**src/rtl/fetch_pkg.sv**
```systemverilog
// Shared types and defaults for the instruction fetch queue.
package fetch_pkg;

  localparam logic [31:0] RESET_PC_DEFAULT = 32'h0000_0000;

  // One queued fetch: instruction word tagged with its PC
  typedef struct packed {
    logic [31:0] pc;
    logic [31:0] instr;
  } fq_entry_t;

  // Decode-register action chosen each cycle, highest priority first
  typedef enum logic [1:0] {
    ACT_REDIRECT = 2'd0,
    ACT_STALL    = 2'd1,
    ACT_SPLIT    = 2'd2,
    ACT_NORMAL   = 2'd3
  } dec_act_t;

endpackage

```
**src/rtl/fetch_fifo.sv**
```systemverilog
// Dual-push / dual-pop circular buffer of fetch entries with occupancy count.
// Pushes always arrive as a pair; pops are 0, 1 or 2 per cycle.
module fetch_fifo
  import fetch_pkg::*;
#(
  parameter int DEPTH = 8
) (
  input  logic                     clk,
  input  logic                     rst,
  input  logic                     i_clr,
  input  logic                     i_push,
  input  fq_entry_t                i_wdata0,
  input  fq_entry_t                i_wdata1,
  input  logic [1:0]               i_pop_n,
  output fq_entry_t                o_head0,
  output fq_entry_t                o_head1,
  output logic [$clog2(DEPTH):0]   o_count
);

  localparam int PW = $clog2(DEPTH);
  localparam int CW = $clog2(DEPTH) + 1;

  fq_entry_t         r_mem [DEPTH];
  logic [PW-1:0]     r_wptr;
  logic [PW-1:0]     r_rptr;
  logic [CW-1:0]     r_count;
  logic [PW-1:0]     w_wptr1;
  logic [PW-1:0]     w_rptr1;

  // Pointers are exactly log2(DEPTH) bits, so +1/+2 wrap for free
  assign w_wptr1 = r_wptr + PW'(1);
  assign w_rptr1 = r_rptr + PW'(1);

  assign o_head0 = r_mem[r_rptr];
  assign o_head1 = r_mem[w_rptr1];
  assign o_count = r_count;

  // Storage: write the pair at wptr and wptr+1 (may straddle the wrap)
  always_ff @(posedge clk) begin
    if (i_push) begin
      r_mem[r_wptr]  <= i_wdata0;
      r_mem[w_wptr1] <= i_wdata1;
    end
  end

  // Pointer and occupancy update; clear discards everything
  always_ff @(posedge clk) begin
    if (rst || i_clr) begin
      r_wptr  <= '0;
      r_rptr  <= '0;
      r_count <= '0;
    end else begin
      if (i_push) r_wptr <= r_wptr + PW'(2);
      r_rptr  <= r_rptr + PW'(i_pop_n);
      r_count <= r_count + (i_push ? CW'(2) : CW'(0)) - CW'(i_pop_n);
    end
  end

endmodule

```
**src/rtl/fetch_queue.sv**
```systemverilog
// Fetch queue: fetches instruction pairs into a circular buffer and feeds
// two in-order decode lanes. Define FETCH_QUEUE_BYPASS_EN to let a fetched
// pair go straight into the decode registers when the queue is empty.
module fetch_queue
  import fetch_pkg::*;
#(
  parameter int          DEPTH    = 8,
  parameter logic [31:0] RESET_PC = RESET_PC_DEFAULT
) (
  input  logic                   clk,
  input  logic                   rst,
  output logic [31:0]            imem_addr,
  input  logic [31:0]            imem_rdata0,
  input  logic [31:0]            imem_rdata1,
  input  logic                   redirect_valid,
  input  logic [31:0]            redirect_pc,
  input  logic                   stall_d,
  input  logic                   split_d,
  output logic [31:0]            InstrD1,
  output logic [31:0]            PCD1,
  output logic                   ValidD1,
  output logic [31:0]            InstrD2,
  output logic [31:0]            PCD2,
  output logic                   ValidD2,
  output logic [$clog2(DEPTH):0] count
);

  localparam int CW = $clog2(DEPTH) + 1;

  logic [31:0]   r_addr;
  fq_entry_t     r_d1, r_d2;
  logic          r_v1, r_v2;

  dec_act_t      w_act;
  logic [CW-1:0] w_count;
  logic [CW-1:0] w_free;
  logic          w_fetch;
  logic          w_bypass;
  logic          w_push;
  logic [1:0]    w_pop_n;
  fq_entry_t     w_e0, w_e1;
  fq_entry_t     w_head0, w_head1;

  fetch_fifo #(.DEPTH(DEPTH)) u_fifo (
    .clk      (clk),
    .rst      (rst),
    .i_clr    (redirect_valid),
    .i_push   (w_push),
    .i_wdata0 (w_e0),
    .i_wdata1 (w_e1),
    .i_pop_n  (w_pop_n),
    .o_head0  (w_head0),
    .o_head1  (w_head1),
    .o_count  (w_count)
  );

  // Free space is judged on the start-of-cycle count
  assign w_free  = CW'(DEPTH) - w_count;
  assign w_fetch = !redirect_valid && (w_free >= CW'(2));
  assign w_e0    = '{pc: r_addr,          instr: imem_rdata0};
  assign w_e1    = '{pc: r_addr + 32'd4,  instr: imem_rdata1};

  // Pick the single decode action for this cycle
  always_comb begin
    w_act = ACT_NORMAL;
    if (redirect_valid)  w_act = ACT_REDIRECT;
    else if (stall_d)    w_act = ACT_STALL;
    else if (split_d)    w_act = ACT_SPLIT;
  end

`ifdef FETCH_QUEUE_BYPASS_EN
  assign w_bypass = (w_act == ACT_NORMAL) && (w_count == '0) && w_fetch;
`else
  assign w_bypass = 1'b0;
`endif

  assign w_push = w_fetch && !w_bypass;

  // Dequeue amount follows the action and the start-of-cycle count
  always_comb begin
    w_pop_n = 2'd0;
    case (w_act)
      ACT_SPLIT:  w_pop_n = (w_count >= CW'(1)) ? 2'd1 : 2'd0;
      ACT_NORMAL: begin
        if (w_bypass)                 w_pop_n = 2'd0;
        else if (w_count >= CW'(2))   w_pop_n = 2'd2;
        else if (w_count == CW'(1))   w_pop_n = 2'd1;
        else                          w_pop_n = 2'd0;
      end
      default:    w_pop_n = 2'd0;
    endcase
  end

  // Fetch PC: redirect overrides, otherwise advance by a pair when fetching
  always_ff @(posedge clk) begin
    if (rst)                 r_addr <= RESET_PC;
    else if (redirect_valid) r_addr <= redirect_pc;
    else if (w_fetch)        r_addr <= r_addr + 32'd8;
  end

  // Decode lane registers
  always_ff @(posedge clk) begin
    if (rst) begin
      r_d1 <= '0;
      r_d2 <= '0;
      r_v1 <= 1'b0;
      r_v2 <= 1'b0;
    end else begin
      case (w_act)
        ACT_REDIRECT: begin
          r_v1 <= 1'b0;
          r_v2 <= 1'b0;
        end
        ACT_STALL: ;
        ACT_SPLIT: begin
          r_d1 <= r_d2;
          r_v1 <= r_v2;
          r_d2 <= w_head0;
          r_v2 <= (w_count >= CW'(1));
        end
        default: begin
          if (w_bypass) begin
            r_d1 <= w_e0;
            r_d2 <= w_e1;
            r_v1 <= 1'b1;
            r_v2 <= 1'b1;
          end else begin
            r_d1 <= w_head0;
            r_d2 <= w_head1;
            r_v1 <= (w_count >= CW'(1));
            r_v2 <= (w_count >= CW'(2));
          end
        end
      endcase
    end
  end

  assign imem_addr = r_addr;
  assign InstrD1   = r_d1.instr;
  assign PCD1      = r_d1.pc;
  assign ValidD1   = r_v1;
  assign InstrD2   = r_d2.instr;
  assign PCD2      = r_d2.pc;
  assign ValidD2   = r_v2;
  assign count     = w_count;

endmodule

```
**config.mk**
```make
export PLATFORM = sky130hd
export DESIGN_NAME = fetch_queue
export DESIGN_NICKNAME = d
export VERILOG_FILES = /design/src/rtl/fetch_pkg.sv /design/src/rtl/fetch_fifo.sv /design/src/rtl/fetch_queue.sv
export SDC_FILE = /design/constraint.sdc
export NUM_CORES = 1
export LEC_CHECK = 0
export ABC_AREA = 1
export CORE_ASPECT_RATIO = 1.25
export CORE_MARGIN = 5
export CORE_UTILIZATION = 54
export DETAILED_ROUTE_END_ITERATION = 10
export PLACE_DENSITY_LB_ADDON = 0.12
export SLEW_MARGIN = 20
export SYNTH_ARGS = -nofsm -noshare
export SYNTH_HDL_FRONTEND = slang
export SYNTH_SLANG_ARGS = --single-unit
export TNS_END_PERCENT = 50
```
**constraint.sdc**
```tcl
create_clock -name clk -period 11.49 [get_ports clk]
set_input_delay 2.8725 -clock clk [delete_from_list [all_inputs] [get_ports clk]]
set_output_delay 2.8725 -clock clk [all_outputs]
set_load 0.02 [all_outputs]
```
---- Word level (Yosys, flattened, before mapping) ----
Memory sizes are Yosys's and may differ from the RTL's. A register that Yosys moved wholly into a read port is not among the register bits.
Index checks and enable logic that the tools add are counted.
Widths: inputs -> output; s select.
word-level totals
  output and inout port bits .............. 166
  memories kept ........................... 1
  input port bits ......................... 101
  memory bits (writable) .................. 512
  register bits after elaboration ......... 172
memory list
  memory        words  width  rd ports  clocked after Yosys merged registers in  wr ports  line              RTL
  u_fifo.r_mem  8      64     2         1                                        2         fetch_fifo.sv:23  fq_entry_t r_mem [DEPTH];
operators by class
  mux-type cells .......................... 17
  reduce and logical (&&, ||, !) cells .... 6
  add/subtract/negate cells ............... 9
  magnitude comparators ................... 3
  equal/unequal tests ..................... 4
operator list
  operator               number
  $pmux 64 s2            2
  $mux 32                2
  $add 32x3->32 const B  1
  $add 32x4->32 const B  1
  $ge 4x2->1 const B     2
  $mux 2                 4
  $add 3x1->3 const B    2
  $pmux 1 s3             2
  $mux 1                 5
  $add 4x4->4            1
  $eq 2x2->1 const B     2
  $eq 4x1->1 const B     1
  $ge 4x1->1 const B     1
  $pmux 2 s2             1
  $sub 4x2->4            1
  $sub 4x4->4 const A    1
  $add 3x2->3            1
  $add 3x2->3 const B    1
  $mux 3                 1
  $eq 2x1->1 const B     1
  $logic_not 2->1        1
  $reduce_bool 2->1      1
  $reduce_or 2->1        1
  $logic_and 1x1->1      1
  2 further kinds        2

---- Depth between registers and ports, before layout ----
Gate-level depths: netlist (run 1).
  word-level depth ........................ 7
  gate-level depth with buffers ........... 16
  mapped depth without buffers ............ 15

---- Hierarchy ----
Synthesis (run 1) repeated with hierarchy kept, for this count alone.
unflattened totals
  cell total of the unflattened synthesis .. 4,883
  area, all modules ....................... 36,975.5 um^2
modules (own cells, without submodules)
  module       times used  area each (um^2)  sequential area each (um^2)  cells each
  fetch_fifo   1           27,861.7          15,554.9                     3,465
  fetch_queue  1           9,113.7           3,243.1                      1,418

---- Least setup slack after synthesis (run 1) ----
No wires, ideal clock.
  path type ............................... in2reg
  start ................................... input redirect_valid
  end ..................................... memory u_fifo.r_mem[0][0] (netlist name) (enable)
  arrival time ............................ 8.699 ns
  required time ........................... 10.878 ns
  stages on the path ...................... 5
  path buffers ............................ 2
  path slack .............................. 2.179 ns
  cell sequence ........................... clkbuf_1 > inv_1 > nand2_2 > buf_2 > nor2_1
RTL lines
  what             line               RTL
  start, declared  fetch_queue.sv:15  input logic redirect_valid,
  end, declared    fetch_fifo.sv:23

==> results.py, run 1 <==
metrics = {
    "clock_tree": {
        "cts_root_buf": "clkbuf_16",
        "cts_hold_buf": 0,
        "cts_tree": "built",
        "clock_sinks": 675,
        "path_clk_slew_ns": 0.05,
        "cts_buffer_depth": 3,
        "clock_latency_ns": 0.62,
        "cts_resized": 0,
        "numCtsBuffers": 70,
        "h-tree-depth": 3,
        "cts_setup_buffers": 0,
    },
    "finish": {
        "drive_above_1_share": 0.0399,
        "final_nets": 4172,
        "areaGrowthSynthToFinish_pct": 15.2,
    },
    "drt": {
        "vias": 27925,
        "met3_length_mm": 7.54,
        "drt_wl_total_mm": 96.3,
        "detail-route-antenna-nets": 0,
        "drt-met1-wl_mm": 39.2,
        "drtIter0Drc": 2454,
        "via_per_inst": 5.65,
        "highest_layer": "met5",
        "firstDrtPassIters": 5,
        "drc": 0,
        "met2_length_mm": 46.2,
        "wire_per_inst_um": 19.5,
    },
    "logic_synthesis": {
        "syn_inst": 3946,
        "synth_seq_cells": 675,
        "synth_warnings": 0,
        "synth_common_cells": "nand2_1 (1081), nand3_1 (663), edfxtp_1 (504), inv_1 (496), o21ai_0 (220)",
        "synth-seq-area-share": 0.549,
        "async_reset_ff_frac": 0,
        "synth.avg_cell_area_um2": 8.56,
        "synth_edf_count": 504,
        "yosysMostFrequentCell": "nand2_1",
        "synth_top_area_share": 0.448,
        "synth_cell_types": 34,
        "synth_nets": 4064,
        "synth_ff_type": "edfxtp_1",
        "synth_area_leaders": "edfxtp_1 (45%), nand2_1 (12%), dfxtp_1 (10%), nand3_1 (9.8%), inv_1 (5.5%)",
        "syn-cell-area_um2": 33800,
        "yosys.area.top_type": "edfxtp_1",
    },
    "pwr": {
        "p_sw_mw": 1.97,
        "clockPowerShare": 0.339,
        "power.leakage_nw": 14.8,
        "p_int_mw": 4.81,
        "pwr-share-comb": 0.193,
        "ir_drop_v": 0.000153,
        "sw_frac_of_total": 0.290,
        "power.density_nw_per_um2": 174,
        "totalPowerFinal_mw": 6.77,
        "p_seq_frac": 0.467,
    },
    "sta": {
        "tightest_slew_ns": 1.22,
        "setup_viol": 0,
        "rsz0062_at_grt": "no",
        "max_slew_margin": 0.188,
        "drv_slew": 0,
        "hold_viol": 0,
        "whs_ns": 0.496,
        "layout_min_cycle_time_ns": 5.91,
        "finalCritPeriodShare": 0.514,
        "max_freq_mhz": 169,
        "clock_skew_ns": 0.0242,
        "finalSetupTns_ns": 0,
    },
    "floorplanning": {
        "die_area_um2": 67700,
        "rows": 102,
        "start_util": 0.545,
        "ios": 267,
        "die_w_um": 234,
        "die_height_um": 290,
        "core_area_um2": 62000,
    },
    "critical_path": {
        "path_common_cell": "buf_4",
        "worstPathBufferInverterCount": 4,
        "slowest_delay_ns": 0.76,
        "crit_slowest_cell": "buf_4",
        "critPathKind": "in -> reg",
        "crit_chain": "clkdlybuf4s50_1 > buf_4 > inv_1 > nand2_2 > nor2_4 > buf_4",
        "crit_path_end_kind": "flop",
        "cp_max_fo": 50,
        "path_delay_family": "buffers and inverters",
        "worst_ep_arrival_time_ns": 6.13,
        "rr_worst_depth": 7,
        "required_ns": 11.71,
        "rrSetupSlack_ns": 7.53,
        "worstReg2RegStart": "imem_addr[2]",
        "r2r-end": "u_fifo.r_mem[3][58]",
        "worstSetupStartpointType": "input port",
    },
    "min_path": {
        "hp-class": "reg -> reg",
        "worstHoldEndpoint": "PCD1[15]",
        "whs_path_depth": 2,
        "min_from": "PCD1[15]",
    },
    "grt": {
        "antenna_found_initial": 3,
        "grt_pass1_vias": 26523,
        "grt_pass1_wl_mm": 147,
        "grt_overflow_total": 0,
        "grt_usage": 0.280,
        "grt_max_degree": 289,
    },
    "placed_design": {
        "dp_hpwl_mm": 55.6,
        "portBuffers": 266,
        "finalWeightedCongestion": 0.911,
    },
    "flow_run": {
        "max_cap_viol_count": 0,
    },
    "run_status": {
        "status": "finished clean",
    },
}
[final cells by class]
type                            instances  area, um2
Inverter                              502       1910
Tap cell                              832       1040
Antenna cell                            2       5.00
Timing Repair Buffer                  302       2990
Clock inverter                         29        337
Sequential cell                       675      18600
Fill cell                            5246      23100
Clock buffer                           99       1980
Multi-Input combinational cell       2503      12100
[state kept, by name, summed over array words and instances (netlist names)]
signal / cells
InstrD1: 32
InstrD2: 32
PCD1: 32
PCD2: 32
ValidD1: 1
ValidD2: 1
imem_addr: 32
u_fifo.o_count: 4
u_fifo.r_mem: 504
u_fifo.r_rptr: 3
u_fifo.r_wptr: 2
[kinds of logic after synthesis]
logic type                 after synthesis  synth area share
AOI/OAI and AO/OA                      581             0.106
xor gates and xnor gates                34           0.00903
adders and majority gates               17           0.00696
DFF                                    675             0.549
buffers and inverters                  768            0.0945
and+or+nand+nor                       1870             0.234
muxes                                    1          0.000296
[power by group through the flow]
stage	Sequential (mW)	Clock (mW)	Combinational (mW)
6_report	3.16	2.30	1.31
3_5_place_dp	3.21	0	1.30
2_1_floorplan	3.28	0	0.801
4_1_cts	3.16	2.33	1.31
3_3_place_gp	3.21	0	1.29
5_1_grt	3.19	2.43	1.46
[cells in the final DEF (no fill, tap or decap), types with 17 or more instances in the layout]
cell type,count
nand2_1,1081
nand3_1,663
edfxtp_1,504
inv_1,493
clkdlybuf4s50_1,265
o21ai_0,220
o211ai_1,188
dfxtp_1,168
a21oi_1,105
nor2_1,98
clkbuf_16,71
a22o_1,49
buf_4,32
xor2_1,27
nand4_1,18
clkbuf_1,18
a31oi_1,17
[metrics by stage]
| stage | cells | worst slack, ns | instance area [um2] | util |
|---|---|---|---|---|
| after floorplan | 3946 | 2.18 | 33800 | - |
| after global routing | 4944 | 5.34 | 39000 | 0.628 |
| after CTS | 4941 | 5.33 | 38900 | 0.628 |
| after global placement | 4813 | 4.73 | 36600 | 0.590 |
| final | 4944 | 5.58 | 39000 | 0.628 |
| after detailed placement | 4813 | 4.69 | 36600 | 0.590 |
[how the worst max path moves through the flow]
| stage | from | endpoint | depth (start not counted) |
|---|---|---|---|
| 5_1_grt | redirect_valid | u_fifo.r_mem[4][20] | 6 |
| 3_3_place_gp | redirect_valid | u_fifo.r_mem[2][16] | 6 |
| 3_5_place_dp | redirect_valid | u_fifo.r_mem[3][16] | 6 |
| 2_1_floorplan | redirect_valid | u_fifo.r_mem[0][0] | 5 |
| 6_report | redirect_valid | u_fifo.r_mem[4][20] | 6 |
| 4_1_cts | redirect_valid | u_fifo.r_mem[2][14] | 6 |
[routing by layer]
layer  up-vias  track usage
met4         2        0.114
met5         -            0
met1     13072        0.367
met3       210       0.0398
met2      1148        0.472
li1      13493            -
[worst min-delay path, cell delays in order, from the launching register on]
cell,delay (ns)
dfxtp_1,0.31
nand2_1,0.06
a31oi_1,0.07
Power figures use the tool's default switching activity.
==> run 2, diff against run 1 <==
==> constraint.sdc (replaced) <==
create_clock -name clk -period 5.5 [get_ports clk]
set_input_delay 1.375 -clock clk [delete_from_list [all_inputs] [get_ports clk]]
set_output_delay 1.375 -clock clk [all_outputs]
set_load 0.02 [all_outputs]
==> run 2 against run 1 <==
Against the previous run: final area is 0.47% higher; largest power group unchanged; critical path type is now reg -> reg; setup slack worse by 3.8 ns; clock power is 110% higher; via count is 0.11% higher; global-route usage is 0.11 points lower; count of clock-buffer cells in the layout is 9 lower; sequential power is 110% higher; worst hold slack hardly changed; non-clock buffer count is 14 higher; register-to-register slack worse by 5.7 ns.
==> results.py, run 2 (synthesis gave the netlist of run 1 again) <==
metrics = {
    "finish": {
        "regMostFlops": "u_fifo.r_mem",
        "instances_no_fill": 4952,
        "final_nets": 4186,
        "layout_common_cells": "nand2_1 (1081), nand3_1 (663), edfxtp_1 (504)",
        "n_antenna_cell": 0,
        "drive_above_1_share": 0.0427,
        "final_common_cell": "nand2_1",
        "areaGrowthSynthToFinish_pct": 15.8,
        "largest_reg_flops": 504,
        "fill_cells": 5255,
    },
    "drt": {
        "drc": 0,
        "vias": 27955,
        "detail-route-antenna-nets": 0,
        "firstDrtPassIters": 6,
        "drtIter0Drc": 2887,
        "via_per_inst": 5.65,
        "drt_wl_total_mm": 96.7,
        "wire_per_inst_um": 19.5,
    },
    "clock_tree": {
        "cts_resized": 0,
        "numCtsBuffers": 70,
        "cts_setup_buffers": 0,
        "cts_buffer_depth": 3,
        "clock_sinks": 675,
        "cts_root_buf": "clkbuf_16",
        "clock_latency_ns": 0.60,
        "cts_tree": "built",
        "path_clk_slew_ns": 0.06,
        "h-tree-depth": 3,
        "cts_hold_buf": 0,
    },
    "grt": {
        "grt_overflow_total": 0,
        "grt_usage": 0.279,
        "grt_pass1_wl_mm": 147,
        "grt_pass1_vias": 26377,
        "grt_max_degree": 277,
        "antenna_found_initial": 1,
    },
    "critical_path": {
        "required_ns": 6.03,
        "worst_ep_arrival_time_ns": 4.23,
        "worstSetupStartpointType": "flop",
        "rrSetupSlack_ns": 1.80,
        "rr_worst_depth": 9,
        "startpoint": "u_fifo.r_rptr[0]",
        "critPathKind": "reg -> reg",
        "cp_max_fo": 72,
        "crit_path_end_kind": "flop",
        "worstReg2RegStart": "u_fifo.r_rptr[0]",
    },
    "sta": {
        "whs_ns": 0.496,
        "drv_slew": 0,
        "fin_ws_ns": 1.80,
        "clock_skew_ns": 0.0233,
        "setup_viol": 0,
        "finalCritPeriodShare": 0.672,
        "max_slew_margin": 0.211,
        "tightest_slew_ns": 1.18,
        "max_freq_mhz": 270,
        "layout_min_cycle_time_ns": 3.70,
        "hold_viol": 0,
        "rsz0062_at_grt": "no",
    },
    "placed_design": {
        "place_ws_ns": 1.41,
        "portBuffers": 266,
        "dp_hpwl_mm": 57.0,
        "dp_cells": 4826,
        "finalWeightedCongestion": 0.873,
    },
    "floorplanning": {
        "core_area_um2": 62000,
        "die_w_um": 234,
        "rows": 102,
        "ios": 267,
        "die_height_um": 290,
        "start_util": 0.545,
        "die_area_um2": 67700,
    },
    "min_path": {
        "hp-class": "reg -> reg",
        "whs_path_depth": 2,
        "min_from": "PCD1[21]",
    },
    "run_status": {
        "status": "finished clean",
    },
    "pwr": {
        "power.density_nw_per_um2": 362,
        "power.leakage_nw": 14.9,
        "ir_drop_v": 0.000263,
    },
    "flow_run": {
        "max_cap_viol_count": 0,
    },
}
==> run 2: changes by cell type in the layout (fill, tap and decap cells not counted), moves of 2 or more <==
cell and delta:
clkbuf_1 -4, clkbuf_8 -5, buf_16 +2, diode_2 -2, inv_6 -4, buf_12 +7
clkinv_1 +2, clkinvlp_4 +3, buf_4 +5, clkinv_2 +2
==> run 2: area by class of cell <==
type,instances,area [um2],area share
Clock inverter,34,377,0.00962
Sequential cell,675,18600,0.475
Clock buffer,90,1900,0.0485
Inverter,502,1910,0.0487
Timing Repair Buffer,316,3230,0.0824
Tap cell,832,1040,0.0266
Multi-Input combinational cell,2503,12100,0.310
==> run 2: routing by layer <==
layer	global-route usage	wire, um
met1	0.369	39200
met2	0.476	47100
met3	0.0367	7390
met4	0.0988	2940
met5	0	13
==> run 2: worst paths after layout <==
check                 to
max          InstrD2[22]
min reg2reg     PCD1[21]
max reg2reg  InstrD2[22]
min             PCD1[21]
==> run 2: power by group <==
| part | switching (mW) | internal [mW] | total (mW) |
|---|---|---|---|
| registers | 0.371 | 6.27 | 6.64 |
| logic | 1.80 | 0.964 | 2.77 |
| clock network | 1.93 | 2.81 | 4.74 |
==> run 2: critical path, cell delays in order, from the launching register on <==
cell and delay [ns]:
dfxtp_4 0.80, ha_4 0.37, buf_4 0.72, buf_4 0.90, o211ai_1 0.26, nand3_1 0.16
nand3_1 0.07, nand3_1 0.08, nand2_1 0.06, inv_1 0.07
==> run 2: per-stage QoR <==
stage / area [um2] / TNS, ns / util / total power [mW]
2_1_floorplan: 33800 / -97.11 / - / 8.48
3_3_place_gp: 36800 / 0 / 0.593 / 9.45
3_5_place_dp: 36800 / 0 / 0.593 / 9.49
4_1_cts: 39100 / 0 / 0.630 / 14.2
5_1_grt: 39100 / 0 / 0.631 / 14.8
6_report: 39100 / 0 / 0.631 / 14.1
